===== config.mk =====
export PLATFORM = sky130hd
export DESIGN_NAME = regfile_z_nr1w_param_flat
export DESIGN_NICKNAME = d
export VERILOG_FILES = /design/src/rtl/regfile_z_nr1w_param_pkg.sv /design/src/rtl/regfile_z_nr1w_param_if.sv /design/src/rtl/regfile_z_nr1w_param_clear_fsm.sv /design/src/rtl/regfile_z_nr1w_param.sv /design/src/flat_wrapper.sv
export SDC_FILE = /design/constraint.sdc
export NUM_CORES = 1
export LEC_CHECK = 0
export CAP_MARGIN = 5
export CORE_AREA = 2 2 381 383
export CTS_BUF_LIST = sky130_fd_sc_hd__clkbuf_16
export CTS_CLUSTER_SIZE = 10
export DETAILED_ROUTE_END_ITERATION = 10
export DIE_AREA = 0 0 383 385
export GPL_ROUTABILITY_DRIVEN = 0
export PLACE_DENSITY = 0.58
export SLEW_MARGIN = 25
export SYNTH_ARGS = -nofsm -noshare
export SYNTH_HDL_FRONTEND = slang
export SYNTH_SLANG_ARGS = --single-unit

===== constraint.sdc =====
create_clock -name clk -period 3.7 [get_ports clk]
set_clock_uncertainty 0.1 [all_clocks]
set_input_delay 0.555 -clock clk [delete_from_list [all_inputs] [get_ports clk]]
set_output_delay 0.555 -clock clk [all_outputs]
set_load 0.03 [all_outputs]

===== src/rtl/regfile_z_nr1w_param_pkg.sv =====
// Shared types and helpers for the zero-entry register file and its clear engine.
package regfile_pkg;

  typedef enum logic {RF_IDLE, RF_CLEAR} rf_state_t;

  // Address width for a given entry count, never below one bit.
  function automatic int unsigned calc_aw(input int unsigned num_regs);
    return (num_regs <= 2) ? 1 : $clog2(num_regs);
  endfunction

endpackage


===== src/rtl/regfile_z_nr1w_param_if.sv =====
// Bundle of write, read, clear and scoreboard signals between the core and the register file.
interface regfile_z_nr1w_param_if #(
  parameter int unsigned NUM_REGS = 32,
  parameter int unsigned DATA_W   = 32,
  parameter int unsigned N_RD     = 2
);
  import regfile_pkg::*;

  localparam int unsigned AW = calc_aw(NUM_REGS);

  logic                     wen;
  logic [AW-1:0]            waddr;
  logic [DATA_W-1:0]        wdata;
  logic [N_RD*AW-1:0]       raddr;
  logic [N_RD*DATA_W-1:0]   rdata;
  logic                     clear_req;
  logic                     busy;
  logic                     alloc_en;
  logic [AW-1:0]            alloc_addr;
  logic [NUM_REGS-1:0]      pending;

  modport master (
    output wen, waddr, wdata, raddr, clear_req, alloc_en, alloc_addr,
    input  rdata, busy, pending
  );

  modport slave (
    input  wen, waddr, wdata, raddr, clear_req, alloc_en, alloc_addr,
    output rdata, busy, pending
  );

endinterface


===== src/rtl/regfile_z_nr1w_param_clear_fsm.sv =====
// Sequential clear engine: walks entries 1..NUM_REGS-1 writing zero, one entry per cycle.
module regfile_clear_fsm
  import regfile_pkg::*;
#(
  parameter int unsigned NUM_REGS = 32,
  parameter int unsigned AW       = calc_aw(NUM_REGS)
) (
  input  logic          clk,
  input  logic          rst,
  input  logic          clear_req_i,
  output logic          busy_o,
  output logic          clr_wen_o,
  output logic [AW-1:0] clr_addr_o
);

  localparam logic [AW-1:0] LastIdx  = AW'(NUM_REGS - 1);
  localparam logic [AW-1:0] FirstIdx = AW'(1);

  rf_state_t     state_q, state_d;
  logic [AW-1:0] clr_idx_q, clr_idx_d;

  always_ff @(posedge clk) begin
    if (rst) begin
      state_q   <= RF_CLEAR;
      clr_idx_q <= FirstIdx;
    end else begin
      state_q   <= state_d;
      clr_idx_q <= clr_idx_d;
    end
  end

  // Sweep stops on the last index rather than wrapping back onto entry 0.
  always_comb begin
    state_d   = state_q;
    clr_idx_d = clr_idx_q;
    unique case (state_q)
      RF_IDLE: begin
        if (clear_req_i) begin
          state_d   = RF_CLEAR;
          clr_idx_d = FirstIdx;
        end
      end
      RF_CLEAR: begin
        if (clr_idx_q == LastIdx) begin
          state_d = RF_IDLE;
        end else begin
          clr_idx_d = clr_idx_q + FirstIdx;
        end
      end
    endcase
  end

  always_comb begin
    busy_o     = (state_q == RF_CLEAR);
    clr_wen_o  = busy_o;
    clr_addr_o = clr_idx_q;
  end

endmodule


===== src/rtl/regfile_z_nr1w_param.sv =====
// NUM_REGS x DATA_W register file, N_RD combinational reads, one write, entry 0 reads zero,
// optional write bypass, sweep-based clear and a per-entry pending scoreboard.
module regfile_z_nr1w_param
  import regfile_pkg::*;
#(
  parameter int unsigned NUM_REGS = 32,
  parameter int unsigned DATA_W   = 32,
  parameter int unsigned N_RD     = 2,
  parameter int unsigned BYPASS   = 0
) (
  input  logic                      clk,
  input  logic                      rst,
  regfile_z_nr1w_param_if.slave     bus
);

  localparam int unsigned AW = calc_aw(NUM_REGS);

  logic                busy;
  logic                clr_wen;
  logic [AW-1:0]       clr_addr;
  logic                user_we;
  logic                arr_we;
  logic [AW-1:0]       arr_addr;
  logic [DATA_W-1:0]   arr_wdata;
  logic [NUM_REGS-1:0] pending_q, pending_d;
  logic [DATA_W-1:0]   mem_q [NUM_REGS];

  regfile_clear_fsm #(
    .NUM_REGS (NUM_REGS),
    .AW       (AW)
  ) u_clear_fsm (
    .clk         (clk),
    .rst         (rst),
    .clear_req_i (bus.clear_req),
    .busy_o      (busy),
    .clr_wen_o   (clr_wen),
    .clr_addr_o  (clr_addr)
  );

  assign user_we = bus.wen && (bus.waddr != '0) && !busy;

  // Clear engine owns the write port for the whole sweep.
  always_comb begin
    arr_we    = clr_wen;
    arr_addr  = clr_addr;
    arr_wdata = '0;
    if (!clr_wen) begin
      arr_we    = user_we;
      arr_addr  = bus.waddr;
      arr_wdata = bus.wdata;
    end
  end

  // Allocation is applied after the writeback clear so a new producer wins.
  always_comb begin
    pending_d = pending_q;
    if (busy) begin
      pending_d = '0;
    end else begin
      if (user_we) begin
        pending_d[bus.waddr] = 1'b0;
      end
      if (bus.alloc_en && (bus.alloc_addr != '0)) begin
        pending_d[bus.alloc_addr] = 1'b1;
      end
    end
    pending_d[0] = 1'b0;
  end

  always_ff @(posedge clk) begin
    if (rst) begin
      pending_q <= '0;
    end else begin
      pending_q <= pending_d;
      if (arr_we) begin
        mem_q[arr_addr] <= arr_wdata;
      end
    end
  end

  for (genvar gi = 0; gi < N_RD; gi++) begin : g_rd
    logic [AW-1:0]     ra;
    logic [DATA_W-1:0] rd;

    assign ra = bus.raddr[gi*AW +: AW];

    // Unswept entries may hold garbage, so reads are forced to zero while busy.
    always_comb begin
      rd = mem_q[ra];
      if (busy || (ra == '0)) begin
        rd = '0;
      end else if ((BYPASS != 0) && user_we && (bus.waddr == ra)) begin
        rd = bus.wdata;
      end
    end

    assign bus.rdata[gi*DATA_W +: DATA_W] = rd;
  end

  assign bus.busy    = busy;
  assign bus.pending = busy ? '0 : pending_q;

endmodule

===== src/flat_wrapper.sv =====
// flat-port wrapper written by rule: the top's interface ports become plain ports
module regfile_z_nr1w_param_flat import regfile_pkg::*;
#(
  parameter int unsigned NUM_REGS = 32,
  parameter int unsigned DATA_W   = 32,
  parameter int unsigned N_RD     = 2,
  parameter int unsigned BYPASS   = 0
)
  (clk, rst, bus_wen, bus_waddr, bus_wdata, bus_raddr, bus_clear_req, bus_alloc_en, bus_alloc_addr, bus_rdata, bus_busy, bus_pending);
  regfile_z_nr1w_param_if #(.NUM_REGS(NUM_REGS), .DATA_W(DATA_W), .N_RD(N_RD)) bus_i ();
  input  logic clk;
  input  logic rst;
  input wire logic [$bits(bus_i.wen)-1:0] bus_wen;
  input wire logic [$bits(bus_i.waddr)-1:0] bus_waddr;
  input wire logic [$bits(bus_i.wdata)-1:0] bus_wdata;
  input wire logic [$bits(bus_i.raddr)-1:0] bus_raddr;
  input wire logic [$bits(bus_i.clear_req)-1:0] bus_clear_req;
  input wire logic [$bits(bus_i.alloc_en)-1:0] bus_alloc_en;
  input wire logic [$bits(bus_i.alloc_addr)-1:0] bus_alloc_addr;
  output wire logic [$bits(bus_i.rdata)-1:0] bus_rdata;
  output wire logic [$bits(bus_i.busy)-1:0] bus_busy;
  output wire logic [$bits(bus_i.pending)-1:0] bus_pending;
  assign bus_i.wen = bus_wen;
  assign bus_i.waddr = bus_waddr;
  assign bus_i.wdata = bus_wdata;
  assign bus_i.raddr = bus_raddr;
  assign bus_i.clear_req = bus_clear_req;
  assign bus_i.alloc_en = bus_alloc_en;
  assign bus_i.alloc_addr = bus_alloc_addr;
  assign bus_rdata = bus_i.rdata;
  assign bus_busy = bus_i.busy;
  assign bus_pending = bus_i.pending;
  regfile_z_nr1w_param #(.NUM_REGS(NUM_REGS), .DATA_W(DATA_W), .N_RD(N_RD), .BYPASS(BYPASS)) u_core (.clk(clk), .rst(rst), .bus(bus_i));
endmodule

==> results.py, run 1 <==
metrics = {
    "pwr": {
        "leakagePower_nw": 19.4,
        "design_power_total_mw": 25.1,
        "p_per_area_nw_per_um2": 422,
        "vdd_drop_max_mv": 0.381,
    },
    "routing": {
        "wl_um": 173000,
        "antenna_left": 0,
        "drc": 0,
        "vias": 32500,
        "vias_per_cell": 6.13,
        "dr.pass1.iters": 5,
        "post_drt_wl_per_cell_um": 32.7,
        "drt_iter0_drc": 3867,
    },
    "clock_tree": {
        "cts-htree-levels": 3,
        "cts_buffers": 118,
        "cts_resized": 0,
        "cts_buffer_depth": 3,
        "cts_tree": "done",
        "cts.clk_slew.worst_paths_ps": 60,
        "cts.sinks": 1061,
        "clk_latency_ps": 720,
        "clock_tree.root_cell": "clkbuf_16",
    },
    "flow_run": {
        "max_cap_violations": 0,
    },
    "setup_path": {
        "cp_max_fo": 20,
        "critPathCaptureType": "output port",
        "cp_data_required_time_ps": 3040,
        "arrival_ps": 2860,
        "crit_path_start_kind": "register",
        "critPathKind": "reg -> out",
    },
    "die": {
        "fp-row-count": 139,
        "die_x_um": 383,
        "io_pins": 154,
        "core_um2": 143000,
        "start_util": 0.348,
        "die-area_um2": 147000,
        "dieHeight_um": 385,
    },
    "timing": {
        "fmax_mhz": 284,
        "rsz0062_at_grt": "no",
        "fin_crit_ps": 3520,
        "worst_slew_pin_slew_ps": 975,
        "whs_ps": 373,
        "fin_setup_tns_ps": 0,
        "period_share": 0.951,
        "maxSlewViolCount": 0,
        "hold_viol": 0,
        "setup_viol": 0,
        "slew_headroom": 0.349,
    },
    "synthesis": {
        "synth.avg_cell_area_um2": 16.0,
        "ys.flop_type": "edfxtp_1",
        "ys_seq_area_frac": 0.633,
        "postSynthCellCount": 3109,
        "syn_area_um2": 49800,
        "ys_seq_elements": 1061,
        "synthesis.nets": 3168,
        "async_flop_share": 0,
        "yosysUniqueCellTypes": 52,
        "yosys_warnings": 0,
        "synth_edf_count": 1024,
    },
    "run_status": {
        "status": "complete, no violations",
    },
    "finish": {
        "drive_above_1_share": 0.285,
        "area_delta_synth_final_pct": 19.3,
        "nets": 3412,
    },
    "global_routing": {
        "grt_use_total": 0.231,
        "overflow": 0,
        "first_global_vias": 32400,
        "grt_max_degree": 61,
        "grt_pass1_wl_um": 242000,
        "antenna_found_initial": 7,
    },
    "placed_design": {
        "io_buffers": 152,
        "place_hpwl_um": 103000,
    },
    "min_path": {
        "min_path_type": "reg -> reg",
    },
}
-- sequential cells by signal (all words and copies together) (netlist names) --
signal / cells
u_core.mem_q: 1024
u_core.pending_q: 31
u_core.u_clear_fsm.busy_o: 1
u_core.u_clear_fsm.clr_addr_o: 5
-- worst max-delay path: stages (launching register included) --
cell and delay (ps):
dfxtp_4 590, inv_1 220, and3_2 280, buf_12 200, a31oi_1 230, nand4_1 320
buf_4 290
-- worst paths after layout --
| kind | from | endpoint | slack [ps] | cells past startpoint |
|---|---|---|---|---|
| worst max-delay path | u_core.u_clear_fsm.busy_o | bus_rdata[46] | 180 | 6 |
| worst min-delay path | u_core.pending_q[1] | u_core.pending_q[1] | 370 | 2 |
| worst max register to register | u_core.u_clear_fsm.busy_o | u_core.mem_q[1][23] | 960 | 6 |
| worst min register to register | u_core.pending_q[1] | u_core.pending_q[1] | 370 | 2 |
-- per-layer routing --
metal	vias up	GRT usage	part of all wire
met5	-	0	0.00027
met3	347	0.0436	0.093
met2	1882	0.365	0.46
met4	8	0.0834	0.036
met1	17100	0.317	0.41
li1	13200	-	-
-- kinds of logic after synthesis --
logic type                 share of synthesized area
buffers and inverters                         0.0238
DFF                                            0.633
adders and majority gates                   0.000503
muxes                                          0.211
AOI/OAI and AO/OA                             0.0725
other                                      0.0000753
and+or+nand+nor                               0.0593
-- stage by stage --
step | cell area [um^2] | util | worst slack, ps | std cells
4_1_cts | 59400 | 0.415 | 162 | 5296
6_report | 59400 | 0.415 | 182 | 5297
5_1_grt | 59400 | 0.415 | 117 | 5296
3_3_place_gp | 56200 | 0.392 | 244 | 5135
3_5_place_dp | 56200 | 0.392 | 248 | 5135
2_1_floorplan | 49800 | - | 136 | 3109
-- cells in the final DEF (no fill, tap or decap), types with 96 or more instances in the layout --
cell type  instances
nand2_1          113
mux2_2           197
nand3_1           96
buf_4            156
nor2b_1          103
mux4_2           252
buf_12           129
mux2i_1          261
a22oi_1          163
o21ai_0           97
clkbuf_16        120
edfxtp_1        1024
-- layout make-up --
cell class                 count  area [um^2]
clock buffer                 120         3000
fill                       12700        83800
multi-input combinational   1794        17600
clock inverter                40          185
sequential                  1061        31500
inverter                       4         15.0
timing repair buffer         374         4680
tap                         1903         2380
antenna                        1         2.50
-- report_power, final --
part / switching [mW] / internal, mW / total, mW
Clock: 4.55 / 5.69 / 10.2
Combinational: 0.973 / 0.748 / 1.72
Sequential: 0.0433 / 13.1 / 13.1
Total: 5.56 / 19.5 / 25.1
-- cells in the mapped netlist (67+ instances only) --
library cell / number / area (um^2)
clkbuf_1: 117 / 439
nand3_1: 96 / 480
nor2b_1: 136 / 851
buf_2: 87 / 435
nand4_1: 67 / 419
o21ai_0: 97 / 485
mux2i_1: 261 / 2610
nand2_1: 115 / 432
edfxtp_1: 1024 / 30700
a22oi_1: 163 / 1220
mux2_2: 197 / 2220
mux4_2: 252 / 5680
-- timing repair --
action | CTS | global route
hold buffers | 0 | 0
buffers inserted | 1 | 0
endpoints found under the setup margin | 1 | 0
No activity file was read; power rests on OpenSTA's default activity.
==> run 2: changes to the inputs <==
- SETUP_SLACK_MARGIN: unset -> 0.5
==> results.py, run 2 (synthesized netlist as in run 1, its figures left out) <==
metrics = {
    "finish": {
        "area_delta_synth_final_pct": 23.8,
        "final_common_cell": "edfxtp_1",
        "largest_register_ffs": 1024,
        "drive_above_1_share": 0.318,
        "final_cell_mix": "1,024 x edfxtp_1, 261 x mux2i_1, 252 x mux4_2",
        "top_register": "u_core.mem_q",
        "nets": 3494,
        "utilization": 0.430,
    },
    "timing": {
        "fmax_mhz": 291,
        "slew_headroom": 0.339,
        "fin_crit_ps": 3440,
        "whs_ps": 375,
        "worst_slew_pin_slew_ps": 991,
        "setup_ws_ps": 260,
        "rsz0062_at_grt": "yes",
        "maxSlewViolCount": 0,
        "period_share": 0.930,
        "hold_viol": 0,
        "setup_viol": 0,
    },
    "setup_path": {
        "critPathKind": "reg -> out",
        "cp_cell_sequence": "buf_12 > nor4bb_4 > buf_6 > buf_12 > buf_8 > a22oi_2 > o31a_1 > nand4_1 > buf_12",
        "ff2ff_setup_slack_ps": 870,
        "cp_slowest_stage_delay_ps": 390,
        "arrival_ps": 2790,
        "cp_max_fo": 7,
        "worstReg2RegEnd": "u_core.mem_q[26][1]",
        "critPathTopFamily": "buffers and inverters",
        "crit_path_frequent_cell": "buf_12",
        "worstRegToRegCells": 6,
        "crit_slowest_cell": "dfxtp_4",
        "crit_path_start": "u_core.u_clear_fsm.busy_o",
        "reg2reg_from": "u_core.u_clear_fsm.busy_o",
        "critPathCaptureType": "output port",
        "cp_data_required_time_ps": 3040,
        "crit_path_start_kind": "register",
        "cp_num_buf_inv": 5,
    },
    "pwr": {
        "vdd_drop_max_mv": 0.340,
        "swShare": 0.223,
        "p_comb_frac": 0.072,
        "design_power_total_mw": 25.2,
        "intPower_mw": 19.6,
        "p_per_area_nw_per_um2": 408,
        "p_sw_mw": 5.62,
        "leakagePower_nw": 20.5,
        "power.share.clock": 0.406,
        "seq_power_share": 0.522,
    },
    "die": {
        "core_um2": 143000,
        "io_pins": 154,
        "start_util": 0.348,
        "fp-row-count": 139,
        "die_x_um": 383,
        "dieHeight_um": 385,
        "die-area_um2": 147000,
    },
    "global_routing": {
        "grt_pass1_wl_um": 251000,
        "grt_use_total": 0.241,
        "overflow": 0,
        "first_global_vias": 32500,
        "grt_max_degree": 72,
        "antenna_found_initial": 6,
    },
    "routing": {
        "antenna_left": 0,
        "vias": 33300,
        "drt_iter0_drc": 4549,
        "vias_per_cell": 6.18,
        "dr.pass1.iters": 6,
        "wl_um": 182000,
        "drc": 0,
        "post_drt_wl_per_cell_um": 33.8,
    },
    "clock_tree": {
        "cts.sinks": 1061,
        "cts.clk_slew.worst_paths_ps": 60,
        "ctsHoldBuffers": 0,
        "cts_tree": "done",
        "cts_buffers": 118,
        "clock_tree.root_cell": "clkbuf_16",
        "cts_buffer_depth": 3,
        "cts-htree-levels": 3,
        "clk_latency_ps": 720,
    },
    "min_path": {
        "min_path_type": "reg -> reg",
        "min-delay-start": "u_core.pending_q[26]",
        "holdPathEnd": "u_core.pending_q[26]",
        "whs_path_depth": 2,
    },
    "placed_design": {
        "io_buffers": 152,
        "place_ws_ps": -227,
        "place_hpwl_um": 103000,
    },
    "flow_run": {
        "max_cap_violations": 0,
    },
    "run_status": {
        "status": "complete, no violations",
    },
}
-- run 2: power by group through the flow --
stage	sequential [mW]	combinational, mW	clock, mW
floorplan	13.4	1.04	0
global placement	13.4	1.73	0
detailed placement	13.4	1.74	0
CTS	13.1	1.78	10.4
global route	13.1	1.86	10.8
finish	13.1	1.81	10.2
-- run 2: repair_timing --
action	CTS	global route
endpoints found under the hold margin	0	0
buffers inserted	45	17
endpoints found under the setup margin	87	74
cloned	14	3
pin swaps	58	46
resized for setup	100	66
-- run 2: layout make-up --
type | instances | area [um^2]
multi-input cells | 1794 | 18100
fillers | 12500 | 81500
well taps | 1903 | 2380
repair buffers | 456 | 6460
flip-flops and latches | 1061 | 31500
inverters | 4 | 17.5
diodes | 3 | 7.51
clock inverters | 39 | 184
clock buffers | 120 | 3000
-- run 2: worst max path at each step --
stage	endpoint	slack, ps	depth (start not counted)
final	bus_rdata[16]	260	9
after global routing	bus_rdata[2]	250	9
after CTS	bus_rdata[15]	280	8
after detailed placement	bus_rdata[22]	-230	8
after global placement	bus_rdata[21]	-200	8
after floorplan	u_core.mem_q[10][0]	140	5
-- run 2: per-layer routing --
metal,up-vias,part of all wire,wire [um],track usage
met4,6,0.042,7710,0.105
met3,398,0.11,19300,0.0454
met5,-,0.00025,45,0
li1,13400,-,-,-
met1,17300,0.40,71900,0.331
met2,2156,0.46,82900,0.374
-- run 2: metrics by stage --
step	TNS [ps]	area, um^2	instances
2_1_floorplan	0	49800	3109
3_3_place_gp	-2230	56400	5136
3_5_place_dp	-2390	56400	5139
4_1_cts	0	61000	5357
5_1_grt	0	61600	5377
6_report	0	61600	5380
-- run 2: worst reg2reg max path: cells and delay by family, from the launching register on --
kind	cells	cell delay, ps
muxes	1	350
and+or+nand+nor	1	460
buffers and inverters	3	640
DFF	1	390
AOI/OAI and AO/OA	1	570
